`src/rtl/internal_bus_pkg.sv`:
```
// Shared constants for the registered internal-bus source multiplexers.
// Used by the bus mux top and its select encoder.
package internal_bus_pkg;

    localparam int BUS_MODE_HOLD      = 0;
    localparam int BUS_MODE_PRECHARGE = 1;

    localparam int BUS_WIDTH_DEFAULT = 8;

    localparam logic [7:0] PRECHARGE_DEFAULT = 8'hFF;

endpackage

```
`src/rtl/bus_select_encoder.sv`:
```
// Combinational decode of the one-hot source select.
// Reports any/multi-hot and the lowest selected index.
module bus_select_encoder
    import internal_bus_pkg::*;
#(
    parameter int SOURCES = 4,
    parameter int IW      = (SOURCES > 1) ? $clog2(SOURCES) : 1
) (
    input  logic [SOURCES-1:0] cntl,
    output logic               any,
    output logic               multi,
    output logic [IW-1:0]      idx
);

    assign any   = |cntl;
    assign multi = |(cntl & (cntl - SOURCES'(1)));

    // Scan high to low so the lowest set bit is the last one written
    always_comb begin
        idx = '0;
        for (int k = SOURCES - 1; k >= 0; k--) begin
            if (cntl[k]) idx = IW'(k);
        end
    end

endmodule

```
`src/rtl/internal_bus_hold_mux.sv`:
```
// Registered internal-bus source mux with hold/precharge on an idle bus
// and wired-AND resolution plus conflict tracking on multi-hot selects.
module internal_bus_hold_mux
    import internal_bus_pkg::*;
#(
    parameter int               WIDTH     = BUS_WIDTH_DEFAULT,
    parameter int               SOURCES   = 4,
    parameter int               MODE      = BUS_MODE_HOLD,
    parameter logic [WIDTH-1:0] PRECHARGE = {WIDTH{1'b1}},
    parameter int               IW        = (SOURCES > 1) ? $clog2(SOURCES) : 1
) (
    input  logic                     CLK,
    input  logic                     RST_N,
    input  logic                     EN,
    input  logic [SOURCES-1:0]       CNTL,
    input  logic [SOURCES*WIDTH-1:0] IN,
    input  logic                     CLR_CONFLICT,
    output logic [WIDTH-1:0]         OUT,
    output logic                     DRIVEN,
    output logic [IW-1:0]            SRC_ID,
    output logic                     CONFLICT,
    output logic [7:0]               CONFLICT_CNT
);

    logic          any;
    logic          multi;
    logic [IW-1:0] idx;
    logic [WIDTH-1:0] bus_and;

    bus_select_encoder #(
        .SOURCES (SOURCES),
        .IW      (IW)
    ) u_enc (
        .cntl  (CNTL),
        .any   (any),
        .multi (multi),
        .idx   (idx)
    );

    // Wired-AND of every selected source; a single select passes straight through
    always_comb begin
        bus_and = '1;
        for (int k = 0; k < SOURCES; k++) begin
            if (CNTL[k]) bus_and &= IN[k*WIDTH +: WIDTH];
        end
    end

    // Bus value, driven flag and source index
    always_ff @(posedge CLK) begin
        if (!RST_N) begin
            OUT    <= PRECHARGE;
            DRIVEN <= 1'b0;
            SRC_ID <= '0;
        end else if (EN) begin
            if (any) begin
                OUT    <= bus_and;
                DRIVEN <= 1'b1;
                SRC_ID <= idx;
            end else begin
                if (MODE == BUS_MODE_PRECHARGE) OUT <= PRECHARGE;
                DRIVEN <= 1'b0;
                SRC_ID <= '0;
            end
        end
    end

    // Sticky conflict flag and saturating conflict counter; clear beats set
    always_ff @(posedge CLK) begin
        if (!RST_N) begin
            CONFLICT     <= 1'b0;
            CONFLICT_CNT <= 8'd0;
        end else if (CLR_CONFLICT) begin
            CONFLICT     <= 1'b0;
            CONFLICT_CNT <= 8'd0;
        end else if (EN && multi) begin
            CONFLICT <= 1'b1;
            if (CONFLICT_CNT != 8'hFF) CONFLICT_CNT <= CONFLICT_CNT + 8'd1;
        end
    end

endmodule

```
`config.mk`:
```
export PLATFORM = sky130hd
export DESIGN_NAME = internal_bus_hold_mux
export DESIGN_NICKNAME = d
export VERILOG_FILES = /design/src/rtl/internal_bus_pkg.sv /design/src/rtl/bus_select_encoder.sv /design/src/rtl/internal_bus_hold_mux.sv
export SDC_FILE = /design/constraint.sdc
export NUM_CORES = 1
export LEC_CHECK = 0
export ABC_CLOCK_PERIOD_IN_PS = 2100
export BUFFER_PORTS_ARGS = -buffer_cell sky130_fd_sc_hd__buf_4
export CORE_MARGIN = 2
export CORE_UTILIZATION = 45
export DETAILED_ROUTE_END_ITERATION = 10
export PLACE_DENSITY = 0.83
export SYNTH_ARGS = -nofsm -noshare
export SYNTH_HDL_FRONTEND = slang
export SYNTH_SLANG_ARGS = --single-unit
```
`constraint.sdc`:
```
create_clock -name CLK -period 2.1 [get_ports CLK]
set_input_delay 0.315 -clock CLK [delete_from_list [all_inputs] [get_ports CLK]]
set_output_delay 0.315 -clock CLK [all_outputs]
set_load 0.01 [all_outputs]
```
After elaboration in Yosys (flattened, before gate mapping)
Index checks and enable logic that the tools add are counted.
{ "word_totals": {"output_inout_bits": 20, "register_bits": 20} }
{ "op_classes": {"mux": 10, "bitwise_logic": 5, "reduce_logical": 6, "add_sub_neg": 2, "n_eq_ne": 1} }
{ "ops": {"columns": ["cell", "count"], "rows": [
  ["8-bit 2-to-1 mux", 4],
  ["8-bit AND", 3],
  ["2-bit 2-to-1 mux", 5],
  ["8-bit by 1-bit adder with 8-bit output (second input constant)", 1],
  ["8-bit != test (second input constant)", 1],
  ["4-bit OR reduction", 2],
  ["4-bit AND", 1],
  ["2-bit AND reduction", 2],
  ["4-bit by 1-bit subtractor with 4-bit output (second input constant)", 1],
  ["2-bit OR reduction", 1],
  ["1-bit logical AND", 1],
  ["1-bit 2-to-1 mux", 1],
  ["1-bit inverter", 1]
]} }

Logic depth before layout (Yosys ltp)
{ "logic_depth": {"ltp_word": 7, "mapped_depth": 5} }

Modules after synthesis
Synthesis repeated with hierarchy kept, for this count alone.
{ "hier_totals": {"hier_cells": 121, "hier_area_um2": 1017.2} }
{ "modules_own_cells": {"columns": ["mod", "cells_each", "seq_area_each_um2", "n_inst", "area_each_um2"], "rows": [
  ["internal_bus_hold_mux", 111, 400.4, 1, 969.7],
  ["bus_select_encoder", 10, 0.0, 1, 47.5]
]} }

Worst setup path before layout
Ideal clock, no wire load.
{ "synth_timing": {"path_type": "reg-to-reg", "startpoint": "register CONFLICT_CNT[0]", "endpoint": "register CONFLICT_CNT[4]", "t_required_ns": 2.030, "arrival_ns": 1.380, "n_path_buf": 0, "path_stages_with_launch": 5, "path_slack_ns": 0.650, "cell_sequence": "dfxtp_1 ha_1 nand3_1 or4_1 a21oi_1"} }
{ "synth_between": {"elab_chain_cells": 2, "elab_cells_between_ends": 3} }
{ "synth_rtl": {"columns": ["element", "line", "text"], "rows": [
  ["start: declaration", "internal_bus_hold_mux.sv:22", "output logic [7:0] CONFLICT_CNT"],
  ["start signal: assignment", "internal_bus_hold_mux.sv:77", "if (CONFLICT_CNT != 8'hFF) CONFLICT_CNT <= CONFLICT_CNT + 8'd1;"],
  ["branches (longest 2 deep; another with 8-bit by 1-bit adder with 8-bit output)", null, null]
]} }
Parallel ways; which one is timed is not known.
A chain may end at the register's enable or synchronous reset.

Worst setup path in the final report
Ends and elaborated chain as after synthesis.

==> flow_summary.toml <==
[status]
outcome = "complete, no violations"

[route]
routedLengthMet1_mm = 1.29
drt_iter0_drc = 24
vias = 1171
drc = 0
routed_wl_mm = 2.99
viasPerCell = 5.83
dr.pass1.iters = 4
routedWlPerCell_um = 14.9
ant_nets = 0
wl_met3_um = 237
top_layer = "met3"
wl_met2_mm = 1.47

[worst_setup_path]
critPathMaxFanout = 5
crit_buf_inv = 0
critPathCaptureType = "register"
cp-start-kind = "register"
critPathTopFamily = "simple AND/OR/NAND/NOR gates"
cp-startpoint = "CONFLICT_CNT[0]$_SDFFE_PP0P_"
max_stage_delay_ns = 0.50
path_cells = "ha_1 > nand3_1 > or4_1 > a21oi_1"
crit_arrival_ns = 1.79
r2r-start = "CONFLICT_CNT[0]$_SDFFE_PP0P_"
cp_data_required_time_ns = 2.33
cp_slowest_cell = "or4_1"
crit_type = "reg2reg"

[grt]
antenna_found_initial = 0
grt_pass1_wl_mm = 4.77
grt_max_degree = 17
grt.total_usage_pct = 23.7
grt_pass1_vias = 1096
grt_overflow = 0

[floorplanning]
die_y_um = 50.8
initial_utilization_pct = 48.8
die_area_mm2 = 0.00258
io-pin-count = 60
coreArea_mm2 = 0.00202
num_rows = 16
die_width_um = 50.8

[timing]
period_needed_ns = 1.56
timing.final.crit_share_pct = 74.5
maxSlewHeadroom_pct = 75.7
slew_violations = 0
rsz0062_at_grt = "false"
worstMarginPinSlew_ns = 0.365
hold_viol_final = 0
skew_ns = 0.00125
fmax_mhz = 639
setup_viol = 0
fin_tns_setup_ns = 0

[clock_network]
cts_resized = 0
clock-root-buffer = "clkbuf_4"
clk_pin_slew_worst_paths_ns = 0.10
numCtsBuffers = 3
cts_tree = "yes"
holdBufCountCts = 0
cts_setup_buffers = 0
clkSinkCount = 20
clkLatencyLatePin_ns = 0.29
cts_max_path_buffers = 2
cts_htree_levels = 1

[power]
p_leak_nw = 0.611
vdd_drop_max_mv = 0.431
power.density_mw_per_mm2 = 514

[hold_path]
hp-class = "in2reg"
min_from = "RST_N"

[finish]
layout_common_cells = "buf_4 (60), dfxtp_1 (20), o22ai_1 (16)"
final_common_cell = "buf_4"
nNetsFinal = 217
diodes = 0
drive_gt1_share_pct = 37.9
area_growth_pct = 50.1
utilization_pct = 73.2
final_cells = 201

[logic_synthesis]
ys_seq_elements = 20
synthTopCellsByArea = "dfxtp_1 (41%), o22ai_1 (10%), o311ai_0 (7.1%), nand2_1 (3.8%), a21oi_1 (3.6%)"
syn_area_per_cell_um2 = 8.65
synth-seq-area-share_pct = 40.6
syn_area_um2 = 986
async_flop_share_pct = 0
yosysTopAreaCellShare_pct = 40.6
syn_inst = 114
synth_top_area_cell = "dfxtp_1"
synth_nets = 155
ys_types = 35
synth-edff-count = 0
ys.flop_type = "dfxtp_1"
yosys_warnings = 0

[run]
maxCapViolations = 0

[placed_design]
dp_cells = 198
port_buffers = 59
hpwlAfterDp_mm = 2.31
gp_congestion = 0.774
==> sequential cells by signal, indices dropped and copies added (netlist names) <==
register and cells:
CONFLICT_CNT 8, OUT 8, DRIVEN 1, CONFLICT 1
SRC_ID 2
==> report_power, final <==
| group | switching, mW | leakage, nW | total (mW) | internal [mW] |
|---|---|---|---|---|
| registers | 0.00960 | 0.164 | 0.407 | 0.397 |
| clock network | 0.110 | 0.0138 | 0.176 | 0.0667 |
| logic | 0.0791 | 0.433 | 0.177 | 0.0978 |
| total | 0.198 | 0.611 | 0.760 | 0.562 |
==> logic make-up after synthesis <==
logic type      Yosys count  share of synthesized area, %
flops                    20                          40.6
fa+ha+maj                 2                          2.28
buf+inv                   9                          3.55
simple gates             33                          17.5
compound gates           49                          35.0
mux                       1                          1.02
==> area by class of cell <==
class | instances | area (um^2)
multi-input combinational | 85 | 551
fill | 171 | 542
timing repair buffer | 60 | 450
sequential | 20 | 400
tap | 27 | 33.8
clock buffer | 3 | 22.5
inverter | 6 | 22.5
==> layer usage <==
metal	track usage (%)	vias to the layer above
li1	-	574
met1	29.3	541
met2	41.7	56
met3	5.26	0
met4	5.86	0
met5	0	-
==> cells in the mapped netlist (2+ instances only) <==
library cell,instances
inv_1,2
dfxtp_1,20
nand2b_1,2
a21oi_1,7
nor2_1,4
o311ai_0,8
nand3_1,3
o21a_1,2
a211oi_1,4
or4_1,2
o22ai_1,16
nand2_1,10
o21ai_0,5
nor2b_1,3
clkinv_1,4
or3_1,2
and3_1,2
==> metrics by stage <==
step / power (mW) / worst slack (ns) / hold WS (ns) / instance area (um^2)
2_1_floorplan: 0.484 / 0.650 / 0.469 / 986
3_5_place_dp: 0.592 / 0.552 / 0.475 / 1460
6_report: 0.760 / 0.536 / 0.288 / 1480
4_1_cts: 0.766 / 0.540 / 0.282 / 1480
3_3_place_gp: 0.586 / 0.603 / 0.464 / 1460
5_1_grt: 0.797 / 0.378 / 0.290 / 1480
==> final timing paths <==
kind | to | slack (ns) | cells after the start
worst max-delay path | CONFLICT_CNT[4]$_SDFFE_PP0P_ | 0.54 | 4
worst min-delay path | OUT[6]$_SDFFE_PN1P_ | 0.29 | 2
worst max register to register | CONFLICT_CNT[4]$_SDFFE_PP0P_ | 0.54 | 4
worst min register to register | DRIVEN$_SDFFE_PN0P_ | 0.49 | 2
Note: power is estimated with default switching activity, not from simulation.
